### config.mk
export PLATFORM = sky130hd
export DESIGN_NAME = mux_scan_ctrl_flat
export DESIGN_NICKNAME = d
export VERILOG_FILES = /design/src/rtl/mux_pkg.sv /design/src/rtl/mux_scan_ctrl_if.sv /design/src/rtl/mux_settle_timer.sv /design/src/rtl/mux_scan_ctrl.sv /design/src/flat_wrapper.sv
export SDC_FILE = /design/constraint.sdc
export NUM_CORES = 1
export LEC_CHECK = 0
export CAP_MARGIN = 40
export CORE_MARGIN = 2
export CORE_UTILIZATION = 34
export CTS_BUF_LIST = sky130_fd_sc_hd__clkbuf_8
export DETAILED_ROUTE_END_ITERATION = 8
export HOLD_SLACK_MARGIN = 0.03
export REMOVE_ABC_BUFFERS = 1
export SYNTH_ARGS = -nofsm -noshare
export SYNTH_HDL_FRONTEND = slang
export SYNTH_SLANG_ARGS = --single-unit
### constraint.sdc
create_clock -name Clk -period 3.6 [get_ports Clk]
set_clock_uncertainty 0.05 [all_clocks]
set_input_delay 0.72 -clock Clk [delete_from_list [all_inputs] [get_ports Clk]]
set_output_delay 0.72 -clock Clk [all_outputs]
set_load 0.005 [all_outputs]
### src/rtl/mux_pkg.sv
// Shared constants and state encoding for the 4:1 mux scan sequencer.
package mux_pkg;
  localparam int NUM_CH = 4;
  localparam int SEL_W  = 2;
  localparam int CNT_W  = 4;

  typedef enum logic [1:0] {
    ST_IDLE   = 2'd0,
    ST_SETTLE = 2'd1,
    ST_DONE   = 2'd2
  } scan_state_t;
endpackage

### src/rtl/mux_scan_ctrl_if.sv
// Handshake/bus bundle between the scan controller and its mux + consumer.
interface mux_scan_ctrl_if;
  logic                         Start;
  logic                         Cont;
  logic                         Y;
  logic                         Ready;
  logic [mux_pkg::SEL_W-1:0]    Sel;
  logic [mux_pkg::NUM_CH-1:0]   Data;
  logic                         Valid;
  logic                         Busy;

  modport master (
    input  Start, Cont, Y, Ready,
    output Sel, Data, Valid, Busy
  );

  modport slave (
    output Start, Cont, Y, Ready,
    input  Sel, Data, Valid, Busy
  );
endinterface

### src/rtl/mux_settle_timer.sv
// Settle counter: counts while enabled and flags the last cycle of each hold,
// then wraps to zero so the next channel gets a full SETTLE window.
module mux_settle_timer
  import mux_pkg::*;
#(
  parameter int SETTLE = 2
) (
  input  logic Clk,
  input  logic Rst,
  input  logic clr,
  input  logic en,
  output logic done
);

  localparam logic [CNT_W-1:0] LAST = CNT_W'(SETTLE - 1);

  logic [CNT_W-1:0] cnt_q, cnt_d;

  assign done = en && (cnt_q == LAST);

  always_comb begin
    cnt_d = cnt_q;
    if (clr || done) cnt_d = '0;
    else if (en)     cnt_d = cnt_q + 1'b1;
  end

  always_ff @(posedge Clk) begin
    if (Rst) cnt_q <= '0;
    else     cnt_q <= cnt_d;
  end

endmodule

### src/rtl/mux_scan_ctrl.sv
// Steps the mux select through all channels, samples Y at the end of each
// settle window and presents the assembled word on a valid/ready handshake.
module mux_scan_ctrl
  import mux_pkg::*;
#(
  parameter int SETTLE = 2
) (
  input  logic             Clk,
  input  logic             Rst,
  mux_scan_ctrl_if.master  bus
);

  if (SETTLE < 1 || SETTLE > 15) begin : g_bad_settle
    $error("mux_scan_ctrl: SETTLE must be in 1..15");
  end

  localparam logic [SEL_W-1:0] LAST_SEL = SEL_W'(NUM_CH - 1);

  scan_state_t        state_q, state_d;
  logic [SEL_W-1:0]   sel_q, sel_d;
  logic [NUM_CH-1:0]  cap_q, cap_d;
  logic [NUM_CH-1:0]  data_q, data_d;
  logic               valid_q, valid_d;
  logic               busy_q, busy_d;
  logic               tmr_clr, tmr_en, tmr_done;

  assign tmr_en = (state_q == ST_SETTLE);

  mux_settle_timer #(.SETTLE(SETTLE)) u_timer (
    .Clk  (Clk),
    .Rst  (Rst),
    .clr  (tmr_clr),
    .en   (tmr_en),
    .done (tmr_done)
  );

  always_comb begin
    state_d = state_q;
    sel_d   = sel_q;
    cap_d   = cap_q;
    data_d  = data_q;
    valid_d = valid_q;
    busy_d  = busy_q;
    tmr_clr = 1'b0;
    case (state_q)
      ST_IDLE: begin
        if (bus.Start) begin
          state_d = ST_SETTLE;
          sel_d   = '0;
          busy_d  = 1'b1;
          tmr_clr = 1'b1;
        end
      end
      ST_SETTLE: begin
        if (tmr_done) begin
          cap_d[sel_q] = bus.Y;
          if (sel_q == LAST_SEL) begin
            // Last channel goes straight into Data; cap only holds 0..2 here.
            data_d  = {bus.Y, cap_q[NUM_CH-2:0]};
            valid_d = 1'b1;
            state_d = ST_DONE;
          end else begin
            sel_d = sel_q + 1'b1;
          end
        end
      end
      ST_DONE: begin
        if (bus.Ready) begin
          valid_d = 1'b0;
          sel_d   = '0;
          if (bus.Cont) begin
            state_d = ST_SETTLE;
            tmr_clr = 1'b1;
          end else begin
            state_d = ST_IDLE;
            busy_d  = 1'b0;
          end
        end
      end
      default: begin
        state_d = ST_IDLE;
        sel_d   = '0;
        valid_d = 1'b0;
        busy_d  = 1'b0;
      end
    endcase
  end

  always_ff @(posedge Clk) begin
    if (Rst) begin
      state_q <= ST_IDLE;
      sel_q   <= '0;
      cap_q   <= '0;
      data_q  <= '0;
      valid_q <= 1'b0;
      busy_q  <= 1'b0;
    end else begin
      state_q <= state_d;
      sel_q   <= sel_d;
      cap_q   <= cap_d;
      data_q  <= data_d;
      valid_q <= valid_d;
      busy_q  <= busy_d;
    end
  end

  assign bus.Sel   = sel_q;
  assign bus.Data  = data_q;
  assign bus.Valid = valid_q;
  assign bus.Busy  = busy_q;

endmodule

### src/flat_wrapper.sv
// flat-port wrapper written by rule: the top's interface ports become plain ports
module mux_scan_ctrl_flat import mux_pkg::*;
#(
  parameter int SETTLE = 2
)
  (Clk, Rst, bus_Start, bus_Cont, bus_Y, bus_Ready, bus_Sel, bus_Data, bus_Valid, bus_Busy);
  mux_scan_ctrl_if bus_i ();
  input  logic Clk;
  input  logic Rst;
  input wire logic [$bits(bus_i.Start)-1:0] bus_Start;
  input wire logic [$bits(bus_i.Cont)-1:0] bus_Cont;
  input wire logic [$bits(bus_i.Y)-1:0] bus_Y;
  input wire logic [$bits(bus_i.Ready)-1:0] bus_Ready;
  output wire logic [$bits(bus_i.Sel)-1:0] bus_Sel;
  output wire logic [$bits(bus_i.Data)-1:0] bus_Data;
  output wire logic [$bits(bus_i.Valid)-1:0] bus_Valid;
  output wire logic [$bits(bus_i.Busy)-1:0] bus_Busy;
  assign bus_i.Start = bus_Start;
  assign bus_i.Cont = bus_Cont;
  assign bus_i.Y = bus_Y;
  assign bus_i.Ready = bus_Ready;
  assign bus_Sel = bus_i.Sel;
  assign bus_Data = bus_i.Data;
  assign bus_Valid = bus_i.Valid;
  assign bus_Busy = bus_i.Busy;
  mux_scan_ctrl #(.SETTLE(SETTLE)) u_core (.Clk(Clk), .Rst(Rst), .bus(bus_i));
endmodule
* Yosys cells after proc, flatten, opt, wreduce, memory -nomap -nowiden
Cells that the tools add are included.
Word-level totals: flip-flop bits (word level) 18, input bits 6, word-level logic and storage cells 60
Cells by class: add/sub/neg operators 2, magnitude comparators 2, equal/unequal tests 10, mux-type cells 26, bitwise gates (word level) 2, reductions and logical operators 11
Operators with widths (count):
- $mux 2 | 8
- $reduce_and 4->1 | 4
- $pmux 2 s3 | 2
- $mux 1 | 11
- $ne 2x2->1 const B | 4
- $pmux 1 s3 | 2
- $add 4x1->4 const B | 1
- $bwmux 4 | 1
- $eq 2x2->1 const B | 2
- $eq 4x1->1 const B | 1
- $ne 2x1->1 const B | 2
- $lt 2x3->1 const B | 1
- $reduce_and 3->1 | 1
- $add 2x1->2 const B | 1
- $demux 1 s2 | 1
- $eq 2x1->1 const B | 1
- $ge 2x1->1 const B | 1
- $logic_and 1x1->1 | 2
- $logic_not 2->1 | 1
- $not 1->1 | 2
- $pmux 1 s2 | 1
- $reduce_and 2->1 | 1
- $reduce_or 2->1 | 1
- $logic_or 1x1->1 | 1

* Logic depth before layout (Yosys ltp)
Gate-level depths: netlist of run 1.
word-level depth 5, depth in mapped cells 6, depth with buffers taken out 6

* Hierarchy
A second synthesis of run 1 with hierarchy kept.
Second synthesis, totals: cells, all modules 91, area total of the unflattened synthesis 883.3 µm²
By module, submodules not included:
- mux_scan_ctrl | times used 1, cells an instance 72, area each 674.4 µm²
- mux_settle_timer | times used 1, cells an instance 19, area each 209.0 µm²

* Least setup slack after synthesis of run 1
No wires, ideal clock.
path kind register to register, start point register u_core.u_timer.cnt_q[0], end point register u_core.state_q[1], library setup time 0.101 ns, arrival time 1.356 ns, setup slack 2.092 ns, stages on the path, launching flop included 6, cell sequence dfxtp_1 -> ha_1 -> nor3b_4 -> nand3_4 -> a211o_1 -> o41ai_1
On the way: word-level cells in the longest chain between the ends 4
RTL lines:
- start: declaration | line mux_settle_timer.sv:17 | logic [CNT_W-1:0] cnt_q, cnt_d;
- start signal: assignment | line mux_settle_timer.sv:29 | else cnt_q <= cnt_d;
- $eq 4x1->1 | line mux_settle_timer.sv:19 | assign done = en && (cnt_q == LAST);
- $logic_and 1x1->1 | line mux_settle_timer.sv:19
- $ne 2x1->1 (no line)
- $reduce_and 4->1 (no line)
- end signal: assignment | line mux_scan_ctrl.sv:98 | state_q <= state_d;
- end: declaration | line mux_scan_ctrl.sv:19 | scan_state_t state_q, state_d;
No other way between the ends. A chain may end at the register's enable or synchronous reset.

* Final worst setup path of run 1
start point register u_core.sel_q[0] (netlist: u_core.bus.Sel[0]), end point output bus_Sel[0]
RTL lines:
- start: declaration | line mux_scan_ctrl.sv:20 | logic [SEL_W-1:0] sel_q, sel_d;
- start signal: assignment | line mux_scan_ctrl.sv:99 | sel_q <= sel_d;
- end: declaration | line flat_wrapper.sv:14 | output wire logic [$bits(bus_i.Sel)-1:0] bus_Sel;
No word-level cell between the ends.

==> flow_summary_export.csv, run 1 <==
group,metric,value,unit
sta,min_period,1.98,ns
worst_hold_path,min_from,"u_core.bus.Valid",
sta,hold_slack,0.427,ns
clock_network,clockBufferDepth,2,
place,place.port_buffers,13,
clock_network,cts_num_sinks,17,
grt,grt_max_degree,19,
final_layout,utilization,43.0,%
clock_network,cts_tree,"done",
grt,grt.overflow.total,0,
clock_network,cts_buffers,3,
setup_path,slowest_delay,0.54,ns
final_layout,fill_cells,249,
floorplan,fp.coreArea,0.00243,sq mm
setup_path,path_max_fanout,6,
drt,post-route-drc-count,0,
grt,grt_busiest_layer,"met2",
clock_network,holdBufCountCts,0,
setup_path,slowest_stage,"clkdlybuf4s50_1",
logic_synthesis,synth_cells,97,
setup_path,path_delay_family,"buffers and inverters",
outcome,outcome,"completed",
place,dp_hpwl,1180,microns
floorplan,rows,18,
setup_path,rr_startpoint,"u_core.state_q[0]",
floorplan,die-area,0.00295,sq mm
worst_hold_path,hold_path_end,"u_core.bus.Valid",
logic_synthesis,ys_ff_latch,17,
clock_network,cts.root.buffer_cell,"clkbuf_8",
setup_path,cp-start-kind,"flop",
sta,slew-limit-headroom,58.2,%
place,globalplace.congestion,0.781,
final_layout,fin_cells,139,
floorplan,ios,14,
logic_synthesis,synth-edff-count,0,
setup_path,regToRegEndpoint,"u_core.u_timer.cnt_q[2]",
clock_network,clk_pin_slew,0.06,ns
grt,grt_pass1_wl,2800,microns
final_layout,stdcell_area,0.00104,sq mm
clock_network,h-tree-depth,1,
clock_network,post_cts_buffers,0,
logic_synthesis,async_reset_ff_share,0,%
drt,via_count,705,
setup_path,cp.required,2.83,ns
drt,drt_iter0_markers,6,
final_layout,syn2layout_area_growth,21.4,%
logic_synthesis,ys_warn_count,0,
floorplan,die_h,54.3,microns
place,placed_cells,135,
power,p_per_area,360,mW/mm^2
sta,rsz0062_at_grt,"false",
drt,finalWirelength,1630,microns
logic_synthesis,synth.top_cell.area_share,39.5,%
logic_synthesis,seq_area_frac_synth,39.5,%
sta,tns,0,ns
final_layout,nets,122,
setup_path,worstPathCellList,"clkdlybuf4s50_1",
grt,antenna_found_initial,0,
grt,grt_use_met2,20.5,%
logic_synthesis,muxShareOfSynthArea,8.14,%
logic_synthesis,synth_top_family_by_area,"simple AND/OR/NAND/NOR gates",
logic_synthesis,synthTopCellsByArea,"dfxtp_1 (40%), ha_1 (8.7%), mux2i_1 (8.1%)",
logic_synthesis,synth_xor_area_share,1.02,%
logic_synthesis,yosys-top-cells-count,"dfxtp_1 (17), nor2_1 (15), a21oi_1 (8), mux2i_1 (7)",
drt,antenna_left,0,
logic_synthesis,syn_area,861,sq um
clock_network,cts_resized,0,
logic_synthesis,syn_avg_cell_area,8.87,sq um
setup_path,crit_cells,1,
sta,final_hold_viol_count,0,
grt,grt_usage,13.5,%
grt,grt_pass1_vias,648,
clock_network,clkLatencyLatePin,0.25,ns
sta,setup_viol,0,
logic_synthesis,synth_compound_area_share,14.2,%
drt,wl_per_cell,11.7,microns
setup_path,setup.worst_path.class,"flop to output port",
place,placed_cell_area,998,sq um
floorplan,die_w,54.3,microns
sta,tightest_slew,0.625,ns
sta,fin_crit_sh,54.9,%
worst_hold_path,hold_depth,2,
sta,fmax,506,MHz
grt,met3_usage,3.28,%
logic_synthesis,synth_adder_area_share,8.72,%
final_layout,diodes,0,
logic_synthesis,yosysMostFrequentCell,"dfxtp_1",
sta,slew_viol_final,0,
setup_path,reg2reg_slack,1.76,ns
power,leakagePower,0.414,nW
power,peakVddDrop,0.146,mV
setup_path,worstRegToRegCells,4,
setup_path,startpoint,"u_core.bus.Sel[0]",
worst_hold_path,hold_class,"flop to flop",
logic_synthesis,synth_top_area_cell,"dfxtp_1",
setup_path,crit_buf_inv,1,
final_layout,drive_above_1_share,5.50,%
floorplan,start_util,35.4,%
setup_path,cp.arrival,1.21,ns
logic_synthesis,yosys.cell_types.count,28,
setup_path,endpoint_kind,"output port",
logic_synthesis,dominantRegCellSynth,"dfxtp_1",
drt,first_pass_iters,4,
run,max-cap-violations,0,
logic_synthesis,synthSimpleGateAreaFrac,23.1,%
drt,vias_per_cell,5.07,
grt,gr-usage-met1,17.0,%
[routing by layer]
layer	vias to the layer above	wire, microns
met1	331	764
li1	360	-
met3	5	39
met2	9	772
met4	0	55
met5	-	0
[worst max-delay path by stage]
stage	end	slack, ns
3_5_place_dp	u_core.bus.Sel[1]	1.56
3_3_place_gp	u_core.bus.Sel[0]	1.54
6_report	bus_Sel[0]	1.62
5_1_grt	bus_Sel[0]	1.56
4_1_cts	bus_Sel[0]	1.60
2_1_floorplan	u_core.u_timer.cnt_q[2]	2.06
[kinds of logic (layout without fill, tap and decap cells)]
group | count (synthesis) | count (layout)
buf+inv | 9 | 21
mux | 7 | 7
compound gates | 20 | 20
xor+xnor | 1 | 1
flops | 17 | 17
fa+ha+maj | 6 | 6
simple gates | 37 | 37
[layout by cell type, fill, tap and decap left out, types with 2 or more instances in the layout]
master,netlist,layout
inv_1,4,4
nand2_1,3,3
nand2b_1,2,2
ha_1,6,6
clkdlybuf4s50_1,0,13
nor3_1,3,3
a21oi_1,8,8
nand3_1,6,6
dfxtp_1,17,17
o21ai_0,5,5
clkbuf_8,0,3
nor2_1,15,15
nor2b_1,3,3
mux2i_1,7,7
[worst min-delay path, cell delays in order, from the launching register on]
cell     delay, ns
dfxtp_1       0.32
nand2_1       0.05
a21oi_1       0.06
[power by group]
part | switching (mW) | leakage (nW) | internal (mW)
Sequential | 0.00576 | 0.138 | 0.192
Clock | 0.0632 | 0.0255 | 0.0768
Combinational | 0.0207 | 0.250 | 0.0173
[through the flow]
step | power [mW] | worst slack (ns)
2_1_floorplan | 0.221 | 2.06
3_3_place_gp | 0.238 | 1.54
3_5_place_dp | 0.240 | 1.56
4_1_cts | 0.383 | 1.60
5_1_grt | 0.396 | 1.56
6_report | 0.376 | 1.62
[final cells by class]
class / instances / area (sq um) / share of cell area, %
Clock buffer: 3 / 41.3 / 3.95
Clock inverter: 1 / 5.00 / 0.479
Inverter: 4 / 15.0 / 1.44
Multi-Input combinational cell: 71 / 475 / 45.5
Sequential cell: 17 / 340 / 32.6
Tap cell: 30 / 37.5 / 3.59
Timing Repair Buffer: 13 / 130 / 12.5
[flip-flops by register name (all words and copies together) (netlist names)]
register / flops
u_core.bus.Sel: 2
u_core.bus.Busy: 1
u_core.bus.Valid: 1
u_core.bus.Data: 4
u_core.state_q: 2
u_core.cap_q: 3
u_core.u_timer.cnt_q: 4
No activity file was read; power rests on OpenSTA's default activity.
==> run 2: changes to the inputs <==
- clock period: 3.6 -> 1.9 ns (I/O delays scaled with it)
==> flow_summary_export.csv, run 2 (synthesis results as in run 1) <==
group,metric,value,unit
sta,rsz0062_at_grt,"false",
grt,grt_max_degree,12,
setup_path,crit_buf_inv,1,
clock_network,cts_tree,"done",
run,max-cap-violations,0,
grt,grt.overflow.total,0,
grt,grt_usage,12.6,%
drt,antenna_left,0,
sta,final_hold_viol_count,0,
floorplan,die_h,54.3,microns
final_layout,diodes,0,
place,dp_hpwl,1220,microns
drt,wl_per_cell,11.1,microns
power,fin_total_pwr,0.723,mW
floorplan,start_util,35.4,%
setup_path,slowest_delay,0.54,ns
final_layout,fill_cells,250,
setup_path,crit_cells,1,
grt,grt_pass1_wl,2640,microns
setup_path,worstRegToRegCells,7,
drt,via_count,699,
clock_network,cts.root.buffer_cell,"clkbuf_8",
drt,vias_per_cell,4.85,
drt,drt_iter0_markers,14,
clock_network,clkLatencyLatePin,0.25,ns
sta,min_period,1.64,ns
floorplan,rows,18,
sta,tns,0,ns
clock_network,clk_pin_slew,0.06,ns
grt,antenna_found_initial,0,
setup_path,setup.worst_path.class,"flop to output port",
place,globalplace.congestion,0.823,
setup_path,path_max_fanout,6,
sta,tightest_slew,0.403,ns
sta,slew_viol_final,0,
clock_network,cts_num_sinks,17,
clock_network,clockBufferDepth,2,
power,leakagePower,0.439,nW
sta,fin_crit_sh,86.4,%
final_layout,syn2layout_area_growth,25.7,%
drt,post-route-drc-count,0,
outcome,outcome,"completed",
setup_path,endpoint_kind,"output port",
setup_path,crit_end,"bus_Sel[0]",
floorplan,die-area,0.00295,sq mm
final_layout,final_common_cell,"dfxtp_1",
setup_path,slowest_stage,"clkdlybuf4s50_1",
sta,fmax,609,MHz
setup_path,path_delay_family,"buffers and inverters",
power,peakVddDrop,0.289,mV
grt,grt_pass1_vias,623,
setup_path,rr_startpoint,"u_core.u_timer.cnt_q[1]",
worst_hold_path,hold_class,"flop to flop",
clock_network,holdBufCountCts,0,
place,placed_cells,140,
setup_path,startpoint,"u_core.bus.Sel[0]",
final_layout,final_cell_mix,"dfxtp_1 (17), nor2_1 (15), clkdlybuf4s50_1 (13), a21oi_1 (8), mux2i_1 (7)",
setup_path,reg2reg_slack,0.35,ns
power,p_per_area,668,mW/mm^2
setup_path,cp.required,1.47,ns
clock_network,post_cts_buffers,0,
setup_path,cp.arrival,1.21,ns
final_layout,drive_above_1_share,9.65,%
clock_network,cts_resized,0,
setup_path,cp-start-kind,"flop",
clock_network,h-tree-depth,1,
sta,hold_slack,0.418,ns
sta,slew-limit-headroom,73.1,%
place,place.port_buffers,13,
floorplan,die_w,54.3,microns
clock_network,cts_buffers,3,
final_layout,nets,127,
drt,first_pass_iters,4,
sta,setup_viol,0,
floorplan,ios,14,
drt,finalWirelength,1590,microns
setup_path,regToRegEndpoint,"u_core.u_timer.cnt_q[0]",
setup_path,worstPathCellList,"clkdlybuf4s50_1",
final_layout,fin_cells,144,
floorplan,fp.coreArea,0.00243,sq mm
run 2: cell types whose count changed in the layout (fill, tap and decap cells not counted), sizes merged:
cell / before / now
buf: 0 / 5
run 2: power by group:
part | internal, mW | switching [mW] | total (mW)
clock network | 0.145 | 0.121 | 0.266
registers | 0.364 | 0.00683 | 0.371
logic | 0.0426 | 0.0436 | 0.0862
run 2: worst min-delay path by stage:
stage / startpoint / end / slack, ns / cells past startpoint
global placement: u_core.bus.Valid / u_core.bus.Valid / 0.41 / 2
detailed placement: u_core.bus.Valid / u_core.bus.Valid / 0.40 / 2
CTS: u_core.bus.Valid / u_core.bus.Valid / 0.42 / 2
finish: u_core.bus.Valid / u_core.bus.Valid / 0.42 / 2
floorplan: u_core.bus.Valid / u_core.bus.Valid / 0.40 / 2
global route: u_core.bus.Valid / u_core.bus.Valid / 0.45 / 2
run 2: routing by layer:
layer | wire length, microns | part of all wire [%] | GRT usage (%)
met3 | 25 | 1.6 | 2.46
met5 | 0 | 0 | 0
met4 | 19 | 1.2 | 7.50
met1 | 774 | 49 | 16.7
met2 | 774 | 49 | 18.7
run 2: final cells by class:
type	count	area [sq um]	share of cell area (%)
Multi-Input combinational cell	71	475	43.9
Sequential cell	17	340	31.4
Timing Repair Buffer	18	168	15.5
Clock buffer	3	41.3	3.82
Tap cell	30	37.5	3.47
Inverter	4	15.0	1.39
Clock inverter	1	5.00	0.462
run 2: worst min-delay path: stages, from the launching register on:
cell	delay (ns)
dfxtp_1	0.32
nand2_1	0.05
a21oi_1	0.05
run 2: per-stage QoR:
step | utilization, % | setup slack (ns) | cell area (sq um)
2_1_floorplan | - | 0.356 | 831
3_3_place_gp | 42.6 | 0.207 | 1040
3_5_place_dp | 42.6 | 0.203 | 1040
4_1_cts | 44.5 | 0.245 | 1080
5_1_grt | 44.5 | 0.205 | 1080
6_report | 44.5 | 0.259 | 1080
==> run 3: changes to the inputs <==
- SLEW_MARGIN: default -> 30
==> results of run 3 <==
Final layout, timing and power as in run 2 (identical DEF).
